### config.mk
export PLATFORM = sky130hd
export DESIGN_NAME = run_sequencer
export DESIGN_NICKNAME = d
export VERILOG_FILES = /design/src/rtl/run_sequencer.sv
export SDC_FILE = /design/constraint.sdc
export NUM_CORES = 1
export LEC_CHECK = 0
export CAP_MARGIN = 20
export CORE_MARGIN = 2
export CORE_UTILIZATION = 55
export CTS_BUF_LIST = sky130_fd_sc_hd__clkbuf_8 sky130_fd_sc_hd__clkbuf_16
export DETAILED_ROUTE_END_ITERATION = 16
export PLACE_DENSITY = 0.75
export SETUP_SLACK_MARGIN = 0.3
export SLEW_MARGIN = 5
export SYNTH_ARGS = -nofsm -noshare
export SYNTH_HDL_FRONTEND = slang
export SYNTH_SLANG_ARGS = --single-unit
### constraint.sdc
create_clock -name i_clk -period 4.4 [get_ports i_clk]
set_input_delay 0.88 -clock i_clk [delete_from_list [all_inputs] [get_ports i_clk]]
set_output_delay 0.88 -clock i_clk [all_outputs]
set_load 0.01 [all_outputs]
### src/rtl/run_sequencer.sv
// Batch run sequencer: resets a processor, launches NumProgs programs in turn,
// measures each run length until Ack and flags runs that exceed TIMEOUT.
module run_sequencer #(
    parameter int          START_CYCLES = 2,
    parameter logic [15:0] TIMEOUT      = 16'd50000
) (
    input  logic        i_clk,
    input  logic        i_rst_n,
    input  logic        i_go,
    input  logic [1:0]  i_num_progs,
    input  logic        i_ack,
    output logic        o_dut_reset,
    output logic        o_start,
    output logic [1:0]  o_prog_idx,
    output logic [15:0] o_cycle_count,
    output logic        o_result_valid,
    output logic        o_busy,
    output logic        o_done,
    output logic        o_timed_out
);

    typedef enum logic [2:0] {
        S_IDLE, S_DRST, S_LAUNCH, S_ARM, S_RUN, S_REPORT, S_FINISH, S_ERROR
    } state_t;

    state_t      r_state, w_next;
    logic [1:0]  r_last_idx;
    logic [1:0]  r_prog_idx;
    logic [15:0] r_cnt;
    logic [15:0] r_lcnt;
    logic [15:0] r_cycle_count;
    logic        r_start, r_dut_reset, r_result_valid, r_done, r_timed_out;

    always_comb begin
        w_next = r_state;
        case (r_state)
            S_IDLE:   if (i_go) w_next = S_DRST;
            S_DRST:   w_next = S_LAUNCH;
            S_LAUNCH: if (r_lcnt == 16'(START_CYCLES - 1)) w_next = S_ARM;
            S_ARM:    w_next = S_RUN;
            // Ack wins over a timeout detected in the same cycle
            S_RUN: begin
                if (i_ack)                  w_next = S_REPORT;
                else if (r_cnt == TIMEOUT)  w_next = S_ERROR;
            end
            S_REPORT: w_next = (r_prog_idx == r_last_idx) ? S_FINISH : S_LAUNCH;
            S_FINISH: w_next = S_IDLE;
            S_ERROR:  w_next = S_IDLE;
            default:  w_next = S_IDLE;
        endcase
    end

    always_ff @(posedge i_clk or negedge i_rst_n) begin
        if (!i_rst_n) begin
            r_state        <= S_IDLE;
            r_last_idx     <= 2'd0;
            r_prog_idx     <= 2'd0;
            r_cnt          <= 16'd0;
            r_lcnt         <= 16'd0;
            r_cycle_count  <= 16'd0;
            r_start        <= 1'b0;
            r_dut_reset    <= 1'b0;
            r_result_valid <= 1'b0;
            r_done         <= 1'b0;
            r_timed_out    <= 1'b0;
        end else begin
            r_state <= w_next;
            // Pulse outputs are registered from the next state so they line up with it
            r_start        <= (w_next == S_LAUNCH);
            r_dut_reset    <= (w_next == S_DRST) || (w_next == S_ERROR);
            r_result_valid <= (w_next == S_REPORT);
            r_done         <= (w_next == S_FINISH);

            if (r_state == S_IDLE && i_go) begin
                r_last_idx  <= i_num_progs - 2'd1;
                r_prog_idx  <= 2'd0;
                r_timed_out <= 1'b0;
            end
            if (w_next == S_ERROR)
                r_timed_out <= 1'b1;

            r_lcnt <= (r_state == S_LAUNCH) ? r_lcnt + 16'd1 : 16'd0;

            if (r_state == S_LAUNCH || r_state == S_ARM)
                r_cnt <= 16'd0;
            else if (r_state == S_RUN && !i_ack && r_cnt != 16'hFFFF)
                r_cnt <= r_cnt + 16'd1;

            if (r_state == S_RUN && i_ack)
                r_cycle_count <= r_cnt;
            if (r_state == S_REPORT && w_next == S_LAUNCH)
                r_prog_idx <= r_prog_idx + 2'd1;
        end
    end

    assign o_dut_reset    = r_dut_reset;
    assign o_start        = r_start;
    assign o_prog_idx     = r_prog_idx;
    assign o_cycle_count  = r_cycle_count;
    assign o_result_valid = r_result_valid;
    assign o_busy         = (r_state != S_IDLE);
    assign o_done         = r_done;
    assign o_timed_out    = r_timed_out;

endmodule

## Word level (Yosys, flattened, before mapping)

Cells that the tools add are included.

| word-level totals | value |
|---|---|
| register bits after elaboration | 60 |
| output and inout port bits | 24 |
| input bits | 6 |
| logic and storage cells | 58 |

| cells by class | value |
|---|---|
| equal/unequal tests | 16 |
| reductions and logical operators | 14 |
| add/sub/neg operators | 4 |
| mux-type cells | 13 |

Operators with widths:

| kind | number |
|---|---|
| 16-bit 2-to-1 mux | 3 |
| 16-bit by 1-bit adder with 16-bit output (second input constant) | 2 |
| 3-bit == test (second input constant) | 7 |
| 3-bit case mux with 7 select lines | 1 |
| 16-bit by 1-bit == test with 1-bit output (second input constant) | 1 |
| 16-bit == test (second input constant) | 1 |
| 16-bit != test (second input constant) | 1 |
| 3-bit 2-to-1 mux | 5 |
| 3-bit by 2-bit == test with 1-bit output (second input constant) | 3 |
| 3-bit by 1-bit == test with 1-bit output (second input constant) | 2 |
| 2-bit nonzero test | 3 |
| 1-bit logical AND | 5 |
| 2-bit 2-to-1 mux | 2 |
| 3-bit logical NOT | 1 |
| 3-bit nonzero test | 1 |
| 2-bit by 1-bit adder with 2-bit output (second input constant) | 1 |
| 2-bit == test | 1 |
| 1-bit logical OR | 2 |
| 1-bit 2-to-1 mux | 2 |
| 2-bit OR reduction | 1 |
| 2-bit by 1-bit subtractor with 2-bit output (second input constant) | 1 |
| 1-bit logical NOT | 1 |

## Depth between registers and ports, before layout

Gate-level depths: netlist of the first run.

| depth | value |
|---|---|
| depth in word-level cells | 7 |
| mapped depth | 6 |
| gate-level depth less buffers | 6 |

## Least setup slack after synthesis of the first run

OpenSTA, ideal clock, no wires.

| timing | value |
|---|---|
| kind | input port to flip-flop |
| from | input i_ack |
| to | register r_cnt[10] |
| data arrival time | 1.944 ns |
| path buffers | 0 |
| slack | 2.334 ns |
| cell stages on the path | 4 |
| setup time | 0.122 ns |
| cells stage by stage | or4b_4 > nor4_4 > mux2i_1 > nor2_1 |

| between the ends | value |
|---|---|
| word-level cells in the longest chain between the ends | 4 |

Ends and longest elaborated chain:

| element | RTL line | source |
|---|---|---|
| from (decl) | 11 | `input logic i_ack,` |
| 1-bit logical NOT | 86 | `else if (r_state == S_RUN && !i_ack && r_cnt != 16'hFFFF)` |
| 1-bit logical AND (2 in a row) | 86 |  |
| 2-bit nonzero test (no source line) | - |  |
| to (signal assigned) | 87 | `r_cnt <= r_cnt + 16'd1;` |
| to (decl) | 29 | `logic [15:0] r_cnt;` |

Every way passes these cells.
A chain may end at the register's enable or synchronous reset.

## Worst setup path in the final report of the first run

| timing | value |
|---|---|
| from | register r_state[0] |
| to | output o_busy |

| between the ends | value |
|---|---|
| word-level cells in the longest chain between the ends | 1 |

Ends and longest elaborated chain:

| element | RTL line | source |
|---|---|---|
| from (decl) | 26 | `state_t r_state, w_next;` |
| from (signal assigned) | 67 | `r_state <= w_next;` |
| 3-bit nonzero test | 101 | `assign o_busy = (r_state != S_IDLE);` |
| to (decl) | 17 | `output logic o_busy,` |

Every way passes these cells.

==> results by group, run 1 <==
Yosys
  – Adder-cell share of the synthesized area: 0.0168
  – Syn. warnings: 0
  – EDFF count, synth: 0
  – Yosys cell types: 50
  – Synth async-reset ratio: 1.00
  – Area contributors post-synth: dfrtp_1 (50%), mux2_2 (6.4%), xnor2_1 (3.5%)
  – Syn Inst Count: 277
  – XOR/XNOR share of the synthesized area: 0.0412
  – Syn nets: 287
  – Syn_area_per_cell: 10.7 sq um
  – Predominant post-synthesis flop cell: dfrtp_1
  – Fraction of the mapped netlist area in simple logic gates: 0.228
  – Synth Register Bits: 60
  – Post-synth top area cell: dfrtp_1
  – Yosys top cell area share: 0.505
  – Post-synthesis sequential area ratio: 0.505
  – Mux cell area share after synthesis: 0.0980
  – Post-synthesis compound-gate area fraction: 0.0820
  – Largest family of logic cells by synthesized area: simple AND/OR/NAND/NOR gates
  – Synth Cell Area: 2980 sq um

Clocking
  – Hold Buf Count CTS: 0
  – Post-CTS Resized: 0
  – Clock buffer depth: 2
  – CTS Buf Count: 9
  – CTS Sinks: 60
  – Clk slew on worst S/H paths: 0.06 ns
  – Clock insertion delay at the later pin of the skew report: 0.33 ns
  – CTS H-tree depth: 3
  – Clock root cell: clkbuf_8
  – Post CTS Setup Buffer Count: 0
  – Clock tree from TritonCTS: yes

Routing
  – DRT met1 WL: 2560 um
  – Antenna-violating nets left: 0
  – Total Wirelength: 5660 um
  – Vias/cell: 5.74
  – WL per Instance: 14.8 um
  – DRC violations left: 0
  – DRT Pass-1 Iters: 4
  – Met2 routed wirelength: 2710 um
  – First DRT Iteration DRCs: 145
  – Met3 wire length: 289 um
  – Highest metal used: met4
  – Vias: 2199

Finish
  – Area Overhead vs Synth: 17.1%
  – Most frequent cells in the layout: dfrtp_1 (60), clkdlybuf4s50_1 (28), nand2_1 (27)
  – Nets: 318
  – Antenna diode count: 0
  – Final core utilization: 0.673
  – Commonest non-fill, non-tap cell in the layout: dfrtp_1
  – Share of layout cells above drive strength 1: 0.137

Pwr
  – Sequential Power Share: 0.462
  – Clock share of power: 0.308
  – Combinational share of power: 0.230
  – Sw frac: 0.313
  – Switch Pwr: 450 uW
  – Leakage power: 1.54 nW
  – Worst vdd ir: 0.000336 V
  – Int Pwr: 989 uW
  – Cell Pwr Density: 413 nW/um^2

Timing
  – Fmax: 384 MHz
  – RSZ-0062 raised after global routing: no
  – Setup TNS: 0 ns
  – Fin worst setup slack: 1.80 ns
  – Fin. Hold Viols: 0
  – Clk_skew: 0.00550 ns
  – Worst-margin pin slew: 0.807 ns
  – # setup viols final: 0
  – Rel. slew slack: 0.462
  – Slew Viols, Final: 0
  – Fin crit period: 2.60 ns
  – Fin crit share: 0.592

Min path
  – Hold path depth: 2
  – Hold Path Sink: o_timed_out
  – Hold path startpoint: o_timed_out
  – Worst Hold Class: reg -> reg

Critical path
  – CP startpoint kind: flip-flop
  – R2R setup slack: 2.40 ns
  – Worst setup EP type: output pin
  – WP data required: 3.52 ns
  – Max FO, Critical Path: 10
  – WP data arrival: 1.72 ns
  – R2R depth: 5
  – RR Startpoint: r_cnt[0]
  – Crit Path Class: reg -> out
  – Critical R2R Capture: r_cnt[1]
  – Critical Path Start: r_state[0]

Floorplanning
  – Placeable Area: 5170 sq um
  – Die footprint: 6010 sq um
  – Starting density of the core: 0.575
  – Die Ht: 77.6 um
  – Row cnt: 26
  – IO Count: 30
  – Die width: 77.6 um

Global routing
  – Largest net degree at the start of global routing: 35
  – Initial antenna violation count: 0
  – First-pass GRT wire length: 9880 um
  – GRT overflow: 0
  – GRT Total Usage: 0.211
  – Vias in the first global route: 2154

Placed design
  – HPWL Detailed: 3870 um
  – Port bufs: 29
  – Gpl congestion: 0.938
  – Dpl ws: 1.67 ns

Status
  – Status: complete, no violations

Run
  – Max_cap viols: 0
## logic make-up after synthesis
logic type | Yosys count
and+or+nand+nor | 117
buffers and inverters | 19
AOI/OAI and AO/OA | 36
muxes | 27
DFF | 60
xor gates and xnor gates | 14
adders and majority gates | 4
## final cells by class
type,instances,area (sq um)
Multi-Input combinational cell,198,1390
Clock buffer,12,165
Fill cell,399,1690
Timing Repair Buffer,30,293
Sequential cell,60,1500
Clock inverter,4,16.3
Inverter,9,33.8
Tap cell,70,87.6
## synthesized netlist by cell type, types with 4 or more instances
cell,n
a21oi_1,8
a31oi_1,5
and3_1,4
buf_2,5
dfrtp_1,60
ha_1,4
inv_1,9
mux2_2,17
mux2i_1,10
nand2_1,27
nand2b_1,4
nand3_1,10
nand4_1,8
nor2_1,23
nor3_1,6
nor4_1,8
o21ai_0,9
or3_1,6
xnor2_1,12
## stage by stage
stage                     hold slack, ns  cell area (sq um)  total power, mW  instances
after global routing               0.524               3480             1.52        383
after CTS                          0.496               3480             1.46        383
after detailed placement           0.475               3300             1.01        367
final                              0.492               3480             1.44        383
after global placement             0.468               3300             1.00        367
after floorplan                    0.470               2980            0.905        277
## power by group through the flow
| stage | registers [mW] | logic, mW | clock network, mW |
|---|---|---|---|
| 3_5_place_dp | 0.673 | 0.333 | 0 |
| 4_1_cts | 0.664 | 0.337 | 0.455 |
| 3_3_place_gp | 0.671 | 0.329 | 0 |
| 6_report | 0.664 | 0.331 | 0.443 |
| 2_1_floorplan | 0.656 | 0.249 | 0 |
| 5_1_grt | 0.672 | 0.368 | 0.481 |
## worst max-delay path by stage
stage / endpoint / slack [ns] / cells after the start
final: o_busy / 1.80 / 2
after global routing: o_busy / 1.73 / 2
after CTS: o_busy / 1.78 / 2
after detailed placement: o_cycle_count[12] / 1.67 / 3
after global placement: o_cycle_count[6] / 1.72 / 3
after floorplan: r_cnt[10] / 2.33 / 4
## critical path, stage by stage, from the launching register on
cell	delay, ns
dfrtp_1	0.49
or3_1	0.42
clkdlybuf4s50_1	0.49
## sequential cells by signal (all words and copies together), names as in the netlist
name	count
o_cycle_count	16
o_done	1
o_dut_reset	1
o_prog_idx	2
o_result_valid	1
o_start	1
o_timed_out	1
r_cnt	16
r_last_idx	2
r_lcnt	16
r_state	3
## metal layers
layer  track usage  up-vias
met5             0        -
met4         0.113        0
met3        0.0593       10
met2         0.323       54
met1         0.272     1066
li1              -     1069
Power figures use the tool's default switching activity.
==> inputs of run 2 (changes only) <==
--- a/config.mk
+++ b/config.mk
@@ -7,10 +7,10 @@
 export LEC_CHECK = 0
 export CAP_MARGIN = 20
 export CORE_MARGIN = 2
-export CORE_UTILIZATION = 55
+export CORE_UTILIZATION = 51
 export CTS_BUF_LIST = sky130_fd_sc_hd__clkbuf_8 sky130_fd_sc_hd__clkbuf_16
 export DETAILED_ROUTE_END_ITERATION = 16
-export PLACE_DENSITY = 0.75
+export PLACE_DENSITY = 0.74
 export SETUP_SLACK_MARGIN = 0.3
 export SLEW_MARGIN = 5
 export SYNTH_ARGS = -nofsm -noshare
==> constraint.sdc (replaced) <==
create_clock -name i_clk -period 2.39 [get_ports i_clk]
set_input_delay 0.478 -clock i_clk [delete_from_list [all_inputs] [get_ports i_clk]]
set_output_delay 0.478 -clock i_clk [all_outputs]
set_load 0.01 [all_outputs]
==> results by group, run 2 (synthesis results as in run 1) <==
Status
  – Status: complete, no violations (unchanged)

Floorplanning
  – Placeable Area: 5570 sq um (was 5170 sq um)
  – Die footprint: 6460 sq um (was 6010 sq um)
  – IO Count: 30 (unchanged)
  – Die Ht: 80.4 um (was 77.6 um)
  – Row cnt: 27 (was 26)
  – Starting density of the core: 0.534 (was 0.575)
  – Die width: 80.4 um (was 77.6 um)

Timing
  – Worst-margin pin slew: 0.589 ns (was 0.807 ns)
  – Setup TNS: 0 ns (unchanged)
  – RSZ-0062 raised after global routing: no (unchanged)
  – # setup viols final: 0 (unchanged)
  – Rel. slew slack: 0.605 (was 0.462)
  – Clk_skew: 0.00444 ns (was 0.00550 ns)
  – Fin crit period: 1.95 ns
  – Fin. Hold Viols: 0 (unchanged)
  – Fmax: 514 MHz
  – Fin crit share: 0.814
  – Slew Viols, Final: 0 (unchanged)

Pwr
  – Cell Pwr Density: 813 nW/um^2 (was 413 nW/um^2)
  – Worst vdd ir: 0.000543 V (was 0.000336 V)
  – Leakage power: 1.59 nW (was 1.54 nW)

Finish
  – Nets: 325 (was 318)
  – Commonest non-fill, non-tap cell in the layout: dfrtp_1 (unchanged)
  – Post-layout instance area: 3610 sq um (was 3480 sq um)
  – Layout fillers: 446 (was 399)
  – Most frequent cells in the layout: dfrtp_1 (57), nand2_1 (27), clkdlybuf4s50_1 (27) (was dfrtp_1 (60), clkdlybuf4s50_1 (28), nand2_1 (27))
  – Area Overhead vs Synth: 21.5% (was 17.1%)
  – Final core utilization: 0.648 (was 0.673)
  – Antenna diode count: 0 (unchanged)
  – Share of layout cells above drive strength 1: 0.175 (was 0.137)

Clocking
  – CTS H-tree depth: 3 (unchanged)
  – Hold Buf Count CTS: 0 (unchanged)
  – CTS Buf Count: 9 (unchanged)
  – Clock insertion delay at the later pin of the skew report: 0.34 ns (was 0.33 ns)
  – Clk slew on worst S/H paths: 0.07 ns (was 0.06 ns)
  – Clock buffer depth: 2 (unchanged)
  – CTS Sinks: 60 (unchanged)
  – Clock tree from TritonCTS: yes (unchanged)
  – Clock root cell: clkbuf_8 (unchanged)

Placed design
  – HPWL Detailed: 3880 um (was 3870 um)
  – Placed cell area: 3360 sq um (was 3300 sq um)
  – Gpl congestion: 0.857 (was 0.938)
  – Port bufs: 29 (unchanged)

Min path
  – Worst Hold Class: in -> async (was reg -> reg)

Routing
  – WL per Instance: 14.8 um (about the same)
  – Vias: 2237 (was 2199)
  – Vias/cell: 5.71 (was 5.74)
  – DRC violations left: 0 (unchanged)
  – DRT Pass-1 Iters: 4 (unchanged)
  – Total Wirelength: 5820 um (was 5660 um)
  – Antenna-violating nets left: 0 (unchanged)
  – First DRT Iteration DRCs: 144 (was 145)

Critical path
  – WP data arrival: 1.47 ns (was 1.72 ns)
  – Max FO, Critical Path: 9 (was 10)
  – Worst setup EP type: output pin (unchanged)
  – CP startpoint kind: flip-flop (unchanged)
  – Crit Path Class: reg -> out (unchanged)
  – WP data required: 1.91 ns (was 3.52 ns)

Global routing
  – GRT overflow: 0 (unchanged)
  – Largest net degree at the start of global routing: 61 (was 35)
  – GRT Total Usage: 0.204 (was 0.211)
  – Vias in the first global route: 2124 (was 2154)
  – Initial antenna violation count: 0 (unchanged)
  – First-pass GRT wire length: 10000 um (was 9880 um)

Run
  – Max_cap viols: 0 (unchanged)
[run 2: cell type report]
| class | instances | area (sq um) | area share |
|---|---|---|---|
| repair buffers | 37 | 357 | 0.0986 |
| well taps | 72 | 90.1 | 0.0249 |
| inverters | 9 | 33.8 | 0.00935 |
| clock buffers | 12 | 165 | 0.0457 |
| multi-input cells | 198 | 1390 | 0.385 |
| flip-flops and latches | 60 | 1510 | 0.416 |
| clock inverters | 4 | 71.3 | 0.0197 |
[run 2: path summary, 6_finish.rpt]
check | from | to | slack [ns] | depth (start not counted)
worst max-delay path | r_state[1] | o_busy | 0.44 | 2
worst min-delay path | i_rst_n | o_cycle_count[5] | 0.13 | 2
worst max register to register | r_cnt[0] | r_state[1] | 0.47 | 6
worst min register to register | o_timed_out | o_timed_out | 0.49 | 2
max in group asynchronous | i_rst_n | r_state[1] | 1.97 | 2
min in group i_clk | o_timed_out | o_timed_out | 0.49 | 2
[run 2: layer usage]
layer  up-vias  wire, um  track usage
li1       1081         -            -
met1      1097      2680        0.266
met2        45      2800        0.328
met3        14       215       0.0371
met4         0       121        0.100
met5         -         0            0
[run 2: worst max-delay path, stage by stage, from the launching register on]
cell,delay [ns]
dfrtp_2,0.47
or3_1,0.37
dlygate4sd2_1,0.29
[run 2: power by group]
| group | internal, mW | total [mW] | switching [mW] |
|---|---|---|---|
| Combinational | 0.286 | 0.658 | 0.372 |
| Sequential | 1.11 | 1.21 | 0.100 |
| Clock | 0.669 | 1.07 | 0.399 |
[run 2: timing repair]
item	4_1_cts	5_1_grt
pin swaps	0	0
endpoints found under the setup margin	1	4
gates resized for setup	4	1
buffers inserted	1	0
endpoints found under the hold margin	0	0
[run 2: per-stage QoR]
| stage | hold slack (ns) | power [mW] | instances | worst slack, ns |
|---|---|---|---|---|
| 2_1_floorplan | 0.182 | 1.67 | 277 | 0.605 |
| 4_1_cts | 0.146 | 2.96 | 392 | 0.350 |
| 3_5_place_dp | 0.471 | 1.88 | 375 | 0.205 |
| 6_report | 0.127 | 2.94 | 392 | 0.444 |
| 3_3_place_gp | 0.464 | 1.87 | 375 | 0.230 |
| 5_1_grt | 0.166 | 3.09 | 392 | 0.371 |
